===== config.mk =====
export PLATFORM = sky130hd
export DESIGN_NAME = mc_controller_ext
export DESIGN_NICKNAME = d
export VERILOG_FILES = /design/src/rtl/mc_controller_ext.sv
export SDC_FILE = /design/constraint.sdc
export NUM_CORES = 1
export LEC_CHECK = 0
export BUFFER_PORTS_ARGS = -buffer_cell sky130_fd_sc_hd__buf_2
export CAP_MARGIN = 0
export CORE_UTILIZATION = 43
export DETAILED_ROUTE_END_ITERATION = 8
export GPL_ROUTABILITY_DRIVEN = 0
export GPL_TIMING_DRIVEN = 0
export PLACE_DENSITY = 0.75
export SYNTH_ARGS = -nofsm -noshare
export SYNTH_HDL_FRONTEND = slang
export SYNTH_SLANG_ARGS = --single-unit

===== constraint.sdc =====
create_clock -name clk -period 1.6 [get_ports clk]
set_input_delay 0.32 -clock clk [delete_from_list [all_inputs] [get_ports clk]]
set_output_delay 0.32 -clock clk [all_outputs]
set_load 0.1 [all_outputs]

===== src/rtl/mc_controller_ext.sv =====
// Multicycle MIPS control unit: main-decoder FSM, ALU decoder and PC-enable
// logic, extended with memory wait states, parameter-gated jal/bne, a sticky
// illegal-instruction trap and a busy indication.
module mc_controller_ext #(
  parameter int MEM_WAIT   = 0,
  parameter bit ENABLE_BNE = 1'b1,
  parameter bit ENABLE_JAL = 1'b1
) (
  input  logic       clk,
  input  logic       reset,
  input  logic [5:0] op,
  input  logic [5:0] funct,
  input  logic       zero,
  output logic       memwrite,
  output logic       iord,
  output logic       irwrite,
  output logic [1:0] regdst,
  output logic [1:0] memtoreg,
  output logic       regwrite,
  output logic       alusrca,
  output logic [1:0] alusrcb,
  output logic [2:0] alucontrol,
  output logic       pcen,
  output logic [1:0] pcsrc,
  output logic       lb,
  output logic [3:0] state,
  output logic       busy,
  output logic       illegal
);

  // Opcodes recognised by the main decoder
  localparam logic [5:0] OP_RTYPE = 6'b000000;
  localparam logic [5:0] OP_J     = 6'b000010;
  localparam logic [5:0] OP_JAL   = 6'b000011;
  localparam logic [5:0] OP_BEQ   = 6'b000100;
  localparam logic [5:0] OP_BNE   = 6'b000101;
  localparam logic [5:0] OP_ADDI  = 6'b001000;
  localparam logic [5:0] OP_LB    = 6'b100000;
  localparam logic [5:0] OP_LW    = 6'b100011;
  localparam logic [5:0] OP_SW    = 6'b101011;

  // R-type function codes supported by the ALU decoder
  localparam logic [5:0] FN_ADD = 6'b100000;
  localparam logic [5:0] FN_SUB = 6'b100010;
  localparam logic [5:0] FN_AND = 6'b100100;
  localparam logic [5:0] FN_OR  = 6'b100101;
  localparam logic [5:0] FN_SLT = 6'b101010;

  // Last counter value of a memory access state; the access ends when the
  // counter reaches it, so MEM_WAIT = 0 gives single-cycle accesses.
  localparam logic [3:0] WAIT_LIMIT = 4'(MEM_WAIT);

  typedef enum logic [3:0] {
    S_FETCH  = 4'd0,
    S_DECODE = 4'd1,
    S_MEMADR = 4'd2,
    S_MEMRD  = 4'd3,
    S_MEMWB  = 4'd4,
    S_MEMWR  = 4'd5,
    S_REX    = 4'd6,
    S_RWB    = 4'd7,
    S_BEQ    = 4'd8,
    S_ADDIEX = 4'd9,
    S_IWB    = 4'd10,
    S_JUMP   = 4'd11,
    S_BNE    = 4'd12,
    S_JAL    = 4'd13,
    S_TRAP   = 4'd14
  } state_t;

  state_t     state_reg;
  state_t     state_next;
  logic [3:0] cnt_reg;
  logic [3:0] cnt_next;
  logic       illegal_reg;
  logic       lbf_reg;
  logic       lbf_next;

  logic       pcwrite;
  logic       branch_eq;
  logic       branch_ne;
  logic       wait_last;
  logic       strobe_ok;
  logic       funct_ok;

  // Final cycle of a memory access; strobes and busy are suppressed while
  // reset is held so an aborted access never fires a write or a PC update.
  assign wait_last = (cnt_reg == WAIT_LIMIT);
  assign strobe_ok = wait_last & ~reset;

  // R-type instructions outside the supported function set are trapped
  assign funct_ok = (funct == FN_ADD) || (funct == FN_SUB) || (funct == FN_AND) ||
                    (funct == FN_OR)  || (funct == FN_SLT);

  // State, wait counter, sticky trap flag and byte-load flag
  always_ff @(posedge clk or posedge reset) begin
    if (reset) begin
      state_reg   <= S_FETCH;
      cnt_reg     <= 4'd0;
      illegal_reg <= 1'b0;
      lbf_reg     <= 1'b0;
    end else begin
      state_reg   <= state_next;
      cnt_reg     <= cnt_next;
      illegal_reg <= illegal_reg | (state_next == S_TRAP);
      lbf_reg     <= lbf_next;
    end
  end

  // Next-state logic and per-state control outputs
  always_comb begin
    state_next = state_reg;
    cnt_next   = 4'd0;
    lbf_next   = lbf_reg;
    memwrite   = 1'b0;
    iord       = 1'b0;
    irwrite    = 1'b0;
    regdst     = 2'b00;
    memtoreg   = 2'b00;
    regwrite   = 1'b0;
    alusrca    = 1'b0;
    alusrcb    = 2'b00;
    alucontrol = 3'b010;
    pcsrc      = 2'b00;
    pcwrite    = 1'b0;
    branch_eq  = 1'b0;
    branch_ne  = 1'b0;
    busy       = 1'b0;

    case (state_reg)
      S_FETCH: begin
        alusrcb = 2'b01;
        busy    = ~wait_last & ~reset;
        irwrite = strobe_ok;
        pcwrite = strobe_ok;
        if (wait_last) state_next = S_DECODE;
        else           cnt_next   = cnt_reg + 4'd1;
      end

      S_DECODE: begin
        alusrcb  = 2'b11;
        lbf_next = (op == OP_LB);
        case (op)
          OP_LW, OP_SW, OP_LB: state_next = S_MEMADR;
          OP_RTYPE:            state_next = funct_ok ? S_REX : S_TRAP;
          OP_BEQ:              state_next = S_BEQ;
          OP_BNE:              state_next = ENABLE_BNE ? S_BNE : S_TRAP;
          OP_ADDI:             state_next = S_ADDIEX;
          OP_J:                state_next = S_JUMP;
          OP_JAL:              state_next = ENABLE_JAL ? S_JAL : S_TRAP;
          default:             state_next = S_TRAP;
        endcase
      end

      S_MEMADR: begin
        alusrca    = 1'b1;
        alusrcb    = 2'b10;
        state_next = (op == OP_SW) ? S_MEMWR : S_MEMRD;
      end

      S_MEMRD: begin
        iord = 1'b1;
        busy = ~wait_last & ~reset;
        if (wait_last) state_next = S_MEMWB;
        else           cnt_next   = cnt_reg + 4'd1;
      end

      S_MEMWB: begin
        memtoreg   = 2'b01;
        regwrite   = 1'b1;
        state_next = S_FETCH;
      end

      S_MEMWR: begin
        iord     = 1'b1;
        busy     = ~wait_last & ~reset;
        memwrite = strobe_ok;
        if (wait_last) state_next = S_FETCH;
        else           cnt_next   = cnt_reg + 4'd1;
      end

      S_REX: begin
        alusrca = 1'b1;
        case (funct)
          FN_ADD:  alucontrol = 3'b010;
          FN_SUB:  alucontrol = 3'b110;
          FN_AND:  alucontrol = 3'b000;
          FN_OR:   alucontrol = 3'b001;
          FN_SLT:  alucontrol = 3'b111;
          default: alucontrol = 3'b010;
        endcase
        state_next = S_RWB;
      end

      S_RWB: begin
        regdst     = 2'b01;
        regwrite   = 1'b1;
        state_next = S_FETCH;
      end

      S_BEQ: begin
        alusrca    = 1'b1;
        alucontrol = 3'b110;
        pcsrc      = 2'b01;
        branch_eq  = 1'b1;
        state_next = S_FETCH;
      end

      S_BNE: begin
        alusrca    = 1'b1;
        alucontrol = 3'b110;
        pcsrc      = 2'b01;
        branch_ne  = 1'b1;
        state_next = S_FETCH;
      end

      S_ADDIEX: begin
        alusrca    = 1'b1;
        alusrcb    = 2'b10;
        state_next = S_IWB;
      end

      S_IWB: begin
        regwrite   = 1'b1;
        state_next = S_FETCH;
      end

      S_JUMP: begin
        pcsrc      = 2'b10;
        pcwrite    = 1'b1;
        state_next = S_FETCH;
      end

      // The PC was already advanced in FETCH, so the link value is PC+4
      S_JAL: begin
        regdst     = 2'b10;
        memtoreg   = 2'b10;
        regwrite   = 1'b1;
        pcsrc      = 2'b10;
        pcwrite    = 1'b1;
        state_next = S_FETCH;
      end

      // Held here until reset; every strobe stays low
      S_TRAP: begin
        state_next = S_TRAP;
      end

      default: begin
        state_next = S_FETCH;
      end
    endcase
  end

  // PC enable combines unconditional writes with taken branches
  assign pcen    = pcwrite | (branch_eq & zero) | (branch_ne & ~zero);
  assign lb      = lbf_reg;
  assign state   = state_reg;
  assign illegal = illegal_reg;

endmodule


==> results of run 1 <==
==> through the flow <==
stage               setup WS (ps)  TNS (ps)  std cells
detailed placement           -733     -5970        186
global placement             -678     -5620        186
floorplan                   -1160     -9670        124
==> cells by family after synthesis <==
| logic type | Yosys count | share of synthesized area, % |
|---|---|---|
| AO/OA/AOI/OAI | 27 | 20.9 |
| multiplexers | 2 | 2.07 |
| adder cells (fa/ha/maj) | 2 | 2.58 |
| XOR/XNOR | 5 | 4.52 |
| flip-flops | 10 | 25.8 |
| AND/OR/NAND/NOR | 62 | 36.4 |
| buffers and inverters | 16 | 7.62 |
==> synth_stat cells (3+ instances only) <==
library cell / instances
dfrtp_1: 10
buf_2: 8
inv_1: 7
o211ai_1: 4
and2_1: 3
nor3_1: 9
o21ai_0: 4
xnor2_1: 3
a21oi_1: 3
nor2b_1: 4
nor2_1: 17
nand2_1: 7
==> impl_metrics.tcl, run 1 <==
set metrics [dict create \
    cts_buffers 3 \
    synth_area_leader_cell "dfrtp_1" \
    synth_edf_count 0 \
    async_flop_share_pct 100 \
    yosys-top-cells-area "dfrtp_1 26%, nor2_1 6.6%, nor3_1 4.7%, buf_2 4.1%, o211ai_1 3.1%" \
    avgSynthCellArea_um2 7.81 \
    chipWidth_um 49.5 \
    synth_seq_cells 10 \
    fp.dieH_um 49.5 \
    io_pins 39 \
    status "stopped before the end" \
    cts-root-buf "clkbuf_4" \
    syn_area_um2 968 \
    syn_inst 124 \
    placed_area_um2 1420 \
    cts_hold_buf 0 \
    flow.stopped_at "clock tree synthesis" \
    cts_resized 90 \
    yosys_warnings 0 \
    hpwl_mm 2.07 \
    post_cts_buffers 30 \
    rows 16 \
    ys_types 47 \
    yosysSeqAreaShare_pct 25.8 \
    synth_ff_type "dfrtp_1" \
    initial_core_util_pct 47.4 \
    synth_nets 141 \
    htree_levels 1 \
    error "[ERROR DPL-0033] detailed placement checks failed during check placement." \
    port_buffers 35 \
    cts_num_sinks 10 \
    cts_buffer_depth 2 \
    synth.top_cell.area_share_pct 25.8 \
]
==> run 2, diff against run 1 <==
--- a/config.mk
+++ b/config.mk
@@ -7,11 +7,12 @@
 export LEC_CHECK = 0
 export BUFFER_PORTS_ARGS = -buffer_cell sky130_fd_sc_hd__buf_2
 export CAP_MARGIN = 0
-export CORE_UTILIZATION = 43
+export CORE_AREA = 2 2 63 65
 export DETAILED_ROUTE_END_ITERATION = 8
+export DIE_AREA = 0 0 65 67
 export GPL_ROUTABILITY_DRIVEN = 0
 export GPL_TIMING_DRIVEN = 0
-export PLACE_DENSITY = 0.75
+export PLACE_DENSITY_LB_ADDON = 0.15
 export SYNTH_ARGS = -nofsm -noshare
 export SYNTH_HDL_FRONTEND = slang
 export SYNTH_SLANG_ARGS = --single-unit
==> constraint.sdc (replaced) <==
create_clock -name clk -period 2.1 [get_ports clk]
set_input_delay 0.42 -clock clk [delete_from_list [all_inputs] [get_ports clk]]
set_output_delay 0.42 -clock clk [all_outputs]
set_load 0.1 [all_outputs]
==> run 2 against run 1 <==
The flow now finishes, with violations (negative setup slack). Synthesized area stayed put. Synthesized cell count unchanged.
==> impl_metrics.tcl, run 2 <==
set metrics [dict create \
    hold_violations 0 \
    synth_nets 141 \
    final_common_cell "buf_4" \
    async_flop_share_pct 100 \
    dp.cells 207 \
    reg2reg_to "illegal" \
    max_stage_delay_ps 540 \
    critPathLaunch "state[1]" \
    crit_path_start_kind "flop" \
    yosys_warnings 0 \
    setup_violations 7 \
    max-cap-violations 0 \
    ant_nets 0 \
    htree_levels 1 \
    core_um2 3610 \
    finalNonFillerCells 242 \
    rows 22 \
    synth_seq_cells 10 \
    clkTransAtPathRegs_ps 50 \
    fp.dieH_um 67 \
    clkLatencyLatePin_ps 240 \
    layout.nets 212 \
    synth.top_cell.area_share_pct 25.8 \
    status "finished with violations" \
    cts_buffers 3 \
    cts_num_sinks 10 \
    path_cells "or4_4 > nor3_4 > buf_4 > buf_12" \
    drtIter0Drc 26 \
    yosysSeqAreaShare_pct 25.8 \
    grt_pass1_vias 1147 \
    initial_core_util_pct 26.9 \
    r2r_cells 8 \
    rsz0062_at_grt "yes" \
    drc 0 \
    antenna_found_initial 0 \
    crit_path_top_delay_cell "or4_4" \
    fmax_ghz 0.437 \
    finalMaxSlewViolations 0 \
    dr_total_vias 1205 \
    cts_tree "built" \
    violations "negative setup slack" \
    antenna_cells 0 \
    rrSetupSlack_ps 260 \
    worstSetupEndpointType "primary output" \
    cp.required_ps 1680 \
    first_pass_iters 4 \
    port_buffers 35 \
    post-synth-top-count-cell "nor2_1" \
    hold_class "in2async" \
    syn_to_final_growth_pct 101 \
    synth_ff_type "dfrtp_1" \
    clock_skew_ps 1.16 \
    grt_pass1_wl_mm 5.33 \
    grt_usage_pct 15.7 \
    synthTopCellsByCount "17 x nor2_1, 10 x dfrtp_1, 9 x nor3_1" \
    chipWidth_um 65 \
    tightest_slew_ps 491 \
    layout_common_cells "33 x buf_4, 20 x buf_2, 10 x nor2_1, 9 x buf_6, 8 x buf_12" \
    synth_area_leader_cell "dfrtp_1" \
    r2r-start "cnt_reg[0]" \
    yosys-top-cells-area "dfrtp_1 26%, nor2_1 6.6%, nor3_1 4.7%, buf_2 4.1%, o211ai_1 3.1%" \
    cts_buffer_depth 2 \
    syn_inst 124 \
    wire_per_inst_um 13.5 \
    gr-total-overflow 0 \
    routed_wl_mm 3.27 \
    hpwl_mm 2.23 \
    cts-root-buf "clkbuf_8" \
    cp_top_family "simple AND/OR/NAND/NOR gates" \
    syn_area_um2 968 \
    synth_edf_count 0 \
    setup_ws_ps -189 \
    ys_types 47 \
    grt_max_degree 11 \
    dieArea_um2 4360 \
    fin_crit_ps 2290 \
    avgSynthCellArea_um2 7.81 \
    worstSetupPathType "reg2out" \
    crit_buf_inv 2 \
    vias_per_cell 4.98 \
    critPathMaxFanout 7 \
    final_layout_size_suffix_gt1_share_pct 60.3 \
    cp.arrival_ps 1870 \
    finalCritPeriodShare_pct 109 \
    io_pins 39 \
    relSlewSlack_pct 67.5 \
]
[run 2: cell counts after synthesis]
Identical to the previous run, type by type.
[run 2: area by class of cell]
cell class / instances / area, µm²
Multi-Input combinational cell: 98 / 848
Tap cell: 48 / 60.1
Inverter: 7 / 30.0
Timing Repair Buffer: 66 / 591
Buffer: 9 / 93.8
Fill cell: 321 / 1660
Sequential cell: 10 / 265
Clock buffer: 4 / 55.1
[run 2: cells by family (layout without fill, tap and decap cells)]
logic type      count (synthesis)  in the layout  share of synthesized area [%]
buf+inv                        16             86                           7.62
fa+ha+maj                       2              2                           2.58
compound gates                 27             27                           20.9
mux                             2              2                           2.07
flops                          10             10                           25.8
simple gates                   62             62                           36.4
xor+xnor                        5              5                           4.52
[run 2: worst reg2reg max path, stage by stage (launching register included)]
cell and delay (ps):
dfrtp_1 380, inv_1 70, ha_2 160, or3b_4 420, buf_4 160, nor4_2 210
nor2_1 90, o311ai_2 110, a31o_1 190
[run 2: worst max-delay path by stage]
stage / endpoint / slack [ps] / cells after the start
after CTS: busy / -180 / 6
after global routing: irwrite / -240 / 4
after floorplan: pcen / -760 / 3
after global placement: alucontrol[1] / -320 / 4
final: irwrite / -190 / 4
after detailed placement: alucontrol[1] / -320 / 4
[run 2: repair_timing]
action	4_1_cts	5_1_grt
pin swaps	13	7
endpoints found under the setup margin	15	12
resized for setup	48	20
hold buffers	0	0
buffers inserted	25	6
endpoints found under the hold margin	0	0
[run 2: through the flow]
step | area [µm²] | utilization (%) | setup WS, ps | TNS [ps] | hold WS, ps
2_1_floorplan | 1180 | - | -763 | -3340 | 260
3_3_place_gp | 1410 | 39.1 | -322 | -1090 | 449
3_5_place_dp | 1410 | 39.1 | -318 | -1140 | 467
4_1_cts | 1830 | 50.7 | -177 | -569 | 243
5_1_grt | 1940 | 53.9 | -245 | -1230 | 265
6_report | 1940 | 53.9 | -189 | -706 | 234
[run 2: layer usage]
metal / GRT usage, % / share of wire, %
met1: 20.3 / 43
met2: 26.3 / 50
met3: 2.20 / 5.0
met4: 6.38 / 1.7
met5: 0 / 0
Power of run 2 is left out: the tool's default activity adds up to more than one toggle a clock period on the data nets, which glitch-free logic cannot reach.
==> run 3, diff against run 2 <==
--- a/config.mk
+++ b/config.mk
@@ -11,7 +11,6 @@
 export DETAILED_ROUTE_END_ITERATION = 8
 export DIE_AREA = 0 0 65 67
 export GPL_ROUTABILITY_DRIVEN = 0
-export GPL_TIMING_DRIVEN = 0
 export PLACE_DENSITY_LB_ADDON = 0.15
 export SYNTH_ARGS = -nofsm -noshare
 export SYNTH_HDL_FRONTEND = slang
==> run 3 against run 2 <==
The run still ends with negative setup slack left. Die area unchanged. Global-route usage down 1.0 points. Wire length is 7.2% lower. First-iteration DRC count up 23%. Cell count decreased by 4.5%. Worst setup slack improved by 48 ps. Critical path depth increased by 1. Critical path type unchanged. Critical endpoint is now pcen. Highest routed layer unchanged.
==> impl_metrics.tcl, run 3 (synthesized netlist as in run 2, its figures left out) <==
set metrics [dict create \
    fp.dieH_um 67 \
    vias_per_cell 4.99 \
    io_pins 39 \
    critPathMaxFanout 7 \
    fin_crit_ps 2240 \
    gr-total-overflow 0 \
    finalNonFillerCells 231 \
    relSlewSlack_pct 67.6 \
    cp.required_ps 1680 \
    worstSetupPathType "reg2out" \
    clkLatencyLatePin_ps 230 \
    rows 22 \
    max-cap-violations 0 \
    nFillCells 353 \
    tightest_slew_ps 490 \
    antenna_found_initial 0 \
    syn_to_final_growth_pct 95.1 \
    crit_path_start_kind "flop" \
    setup_ws_ps -141 \
    status "finished with violations" \
    placed_area_um2 1670 \
    setup_violations 5 \
    clkTransAtPathRegs_ps 50 \
    hold_class "in2async" \
    cts_buffer_depth 2 \
    finalMaxSlewViolations 0 \
    drc 0 \
    wire_per_inst_um 13.1 \
    rsz0062_at_grt "yes" \
    grt_usage_pct 14.7 \
    htree_levels 1 \
    cts_buffers 3 \
    layout_common_cells "23 x buf_2, 22 x buf_4, 16 x buf_12, 11 x nor2_1" \
    cts_num_sinks 10 \
    dieArea_um2 4360 \
    whs_ps 250 \
    core_um2 3610 \
    hpwl_mm 2.35 \
    dr_total_vias 1153 \
    grt_pass1_wl_mm 5.02 \
    cts_hold_buf 0 \
    worstSetupEndpointType "primary output" \
    final_common_cell "buf_2" \
    postLayoutCellArea_um2 1890 \
    dp.cells 214 \
    hold_violations 0 \
    placement.setup.worst_slack_ps 34.7 \
    grt_max_degree 11 \
    cts_tree "built" \
    grt_pass1_vias 1089 \
    first_pass_iters 4 \
    drtIter0Drc 32 \
    cp.arrival_ps 1820 \
    layout.nets 201 \
    final_layout_size_suffix_gt1_share_pct 57.4 \
    port_buffers 38 \
    clock_skew_ps 0.818 \
    finalCritPeriodShare_pct 107 \
    ant_nets 0 \
    cts-root-buf "clkbuf_8" \
    fmax_ghz 0.446 \
    initial_core_util_pct 26.9 \
    antenna_cells 0 \
    routed_wl_mm 3.04 \
    violations "negative setup slack" \
    chipWidth_um 65 \
]
run 3: per-stage QoR:
stage | util [%] | TNS, ps
floorplan | - | -3340
global placement | 46.4 | 0
detailed placement | 46.4 | 0
CTS | 50.9 | -319
global route | 52.4 | -882
finish | 52.4 | -428
run 3: cell type report:
class                   instances  area [µm²]  area share, %
repair buffers                 64         634           33.6
well taps                      48        60.1           3.18
multi-input cells              98         848           44.9
flip-flops and latches         10         265           14.0
inverters                       7        26.3           1.39
clock buffers                   4        55.1           2.91
run 3: layer usage:
layer | global-route usage, % | wire, µm | vias up
met1 | 19.1 | 1380 | 538
li1 | - | - | 573
met2 | 24.2 | 1410 | 35
met4 | 7.18 | 75 | 0
met5 | 0 | 0 | -
met3 | 1.69 | 171 | 7
run 3: timing repair:
action	in CTS	in global routing
endpoints found under the setup margin	5	8
gates resized for setup	11	5
setup buffers	9	4
pin swaps	9	2
run 3: worst max-delay path, stage by stage, from the launching register on:
cell,delay [ps]
dfrtp_4,480
buf_12,140
or4_4,420
nor3_4,230
a211o_4,140
buf_12,160
run 3: worst paths after layout:
path / slack (ps) / depth (start not counted) / end / from
setup / recovery: -140 / 5 / pcen / state[0]
hold / removal: 250 / 2 / cnt_reg[1] / reset
setup reg to reg: 160 / 7 / illegal / state[1]
hold reg to reg: 490 / 1 / illegal / illegal
max in group asynchronous: 1540 / 2 / state[0] / reset
min in group clk: 490 / 1 / illegal / illegal
Power of run 3 is left out for the same reason.
==> run 4, diff against run 3 <==
--- a/config.mk
+++ b/config.mk
@@ -7,9 +7,11 @@
 export LEC_CHECK = 0
 export BUFFER_PORTS_ARGS = -buffer_cell sky130_fd_sc_hd__buf_2
 export CAP_MARGIN = 0
-export CORE_AREA = 2 2 63 65
+export CELL_PAD_IN_SITES_DETAIL_PLACEMENT = 0
+export CELL_PAD_IN_SITES_GLOBAL_PLACEMENT = 2
+export CORE_UTILIZATION = 26
+export CTS_CLUSTER_SIZE = 28
 export DETAILED_ROUTE_END_ITERATION = 8
-export DIE_AREA = 0 0 65 67
 export GPL_ROUTABILITY_DRIVEN = 0
 export PLACE_DENSITY_LB_ADDON = 0.15
 export SYNTH_ARGS = -nofsm -noshare
==> run 4 against run 3 <==
The run still ends with negative setup slack left. Cell count down 0.87%. Die area shrank 8.8%. Via count down 1.4%. Fmax grew 0.31%. Sequential share of layout area decreased by 0.12 points. Wire length grew 4.0%. Clock skew grew 4.8 ps. Global-route usage rose by 2.0 points. First-iteration DRC count shrank 3.1%. Critical endpoint unchanged.
==> impl_metrics.tcl, run 4 (synthesized netlist as in run 2, its figures left out) <==
set metrics [dict create \
    grt_util_met1_pct 20.3 \
    crit_path_start_kind "flop" \
    fin_crit_ps 2230 \
    hold_class "in2async" \
    cts_buffers 3 \
    tightest_slew_ps 499 \
    status "finished with violations" \
    wire_per_inst_um 13.8 \
    core_um2 3440 \
    dp.cells 210 \
    clkLatencyLatePin_ps 240 \
    port_buffers 38 \
    setup_ws_ps -135 \
    grt_pass1_vias 1125 \
    fmax_ghz 0.448 \
    met2_usage_pct 29.3 \
    grt_pass1_wl_mm 5.29 \
    final_util_pct 55.4 \
    hold_violations 0 \
    io_pins 39 \
    cts_tree "built" \
    clock_skew_ps 5.61 \
    finalNonFillerCells 229 \
    final_common_cell "buf_2" \
    drc 0 \
    finalMaxSlewViolations 0 \
    antenna_cells 0 \
    ant_nets 0 \
    r2r_cells 8 \
    cts-root-buf "clkbuf_8" \
    dr_total_vias 1137 \
    finalCritPeriodShare_pct 106 \
    vias_per_cell 4.97 \
    cts_num_sinks 10 \
    hpwl_mm 2.33 \
    antenna_found_initial 0 \
    htree_levels 1 \
    worstSetupPathType "reg2out" \
    grt_usage_pct 16.7 \
    whs_ps 241 \
    first_pass_iters 4 \
    layout_common_cells "22 x buf_2, 20 x buf_4, 15 x buf_12, 11 x nor2_1" \
    rsz0062_at_grt "yes" \
    final_layout_size_suffix_gt1_share_pct 57.9 \
    dieArea_um2 3970 \
    grt_max_degree 14 \
    cts_buffer_depth 2 \
    setup_violations 6 \
    chipWidth_um 63.0 \
    routed_wl_mm 3.16 \
    gr-total-overflow 0 \
    layout.nets 201 \
    violations "negative setup slack" \
    relSlewSlack_pct 67.0 \
    drtIter0Drc 31 \
    critPathMaxFanout 4 \
    cp.arrival_ps 1810 \
    busiest_layer "met2" \
    syn_to_final_growth_pct 96.8 \
    placement.setup.worst_slack_ps 54.6 \
    max-cap-violations 0 \
    worstSetupEndpointType "primary output" \
    rows 21 \
    met3_usage_pct 4.56 \
    initial_core_util_pct 28.1 \
    fp.dieH_um 63.0 \
    cp.required_ps 1680 \
    clkTransAtPathRegs_ps 50 \
]
[run 4: cell types whose count changed in the layout (fill, tap and decap cells not counted), sizes merged]
cell	delta
clkbuf	+2
buf	-2
[run 4: timing repair]
item / CTS / global route
hold buffers: 0 / 0
pin swaps: 9 / 3
resized for setup: 15 / 12
endpoints found under the setup margin: 7 / 11
setup buffers: 10 / 5
[run 4: area by class of cell]
type	count	area (µm²)
fill	292	1540
multi-input combinational	98	867
timing repair buffer	64	632
sequential	10	265
tap	46	57.6
clock buffer	4	55.1
inverter	7	28.8
[run 4: stage by stage]
step                TNS (ps)  instance area, µm²
floorplan              -3340                1180
global placement           0                1640
detailed placement         0                1640
CTS                     -555                1820
global route           -1050                1910
finish                  -596                1910
[run 4: worst max-delay path: stages, from the launching register on]
cell,delay [ps]
dfrtp_4,490
or4_4,550
nor3_4,230
a211o_4,140
buf_12,160
[run 4: layer usage]
layer | up-vias | wire length (µm)
met1 | 541 | 1360
met2 | 30 | 1650
li1 | 566 | -
met5 | - | 0
met4 | 0 | 0
met3 | 0 | 140
[run 4: path summary, 6_finish.rpt]
| kind | start | end | slack (ps) |
|---|---|---|---|
| worst max-delay path | state[3] | pcen | -130 |
| worst min-delay path | reset | cnt_reg[3] | 240 |
| worst max register to register | state[0] | illegal | 280 |
| worst min register to register | illegal | illegal | 470 |
| max in group asynchronous | reset | state[0] | 1560 |
| min in group clk | illegal | illegal | 470 |
Power of run 4 is left out for the same reason.
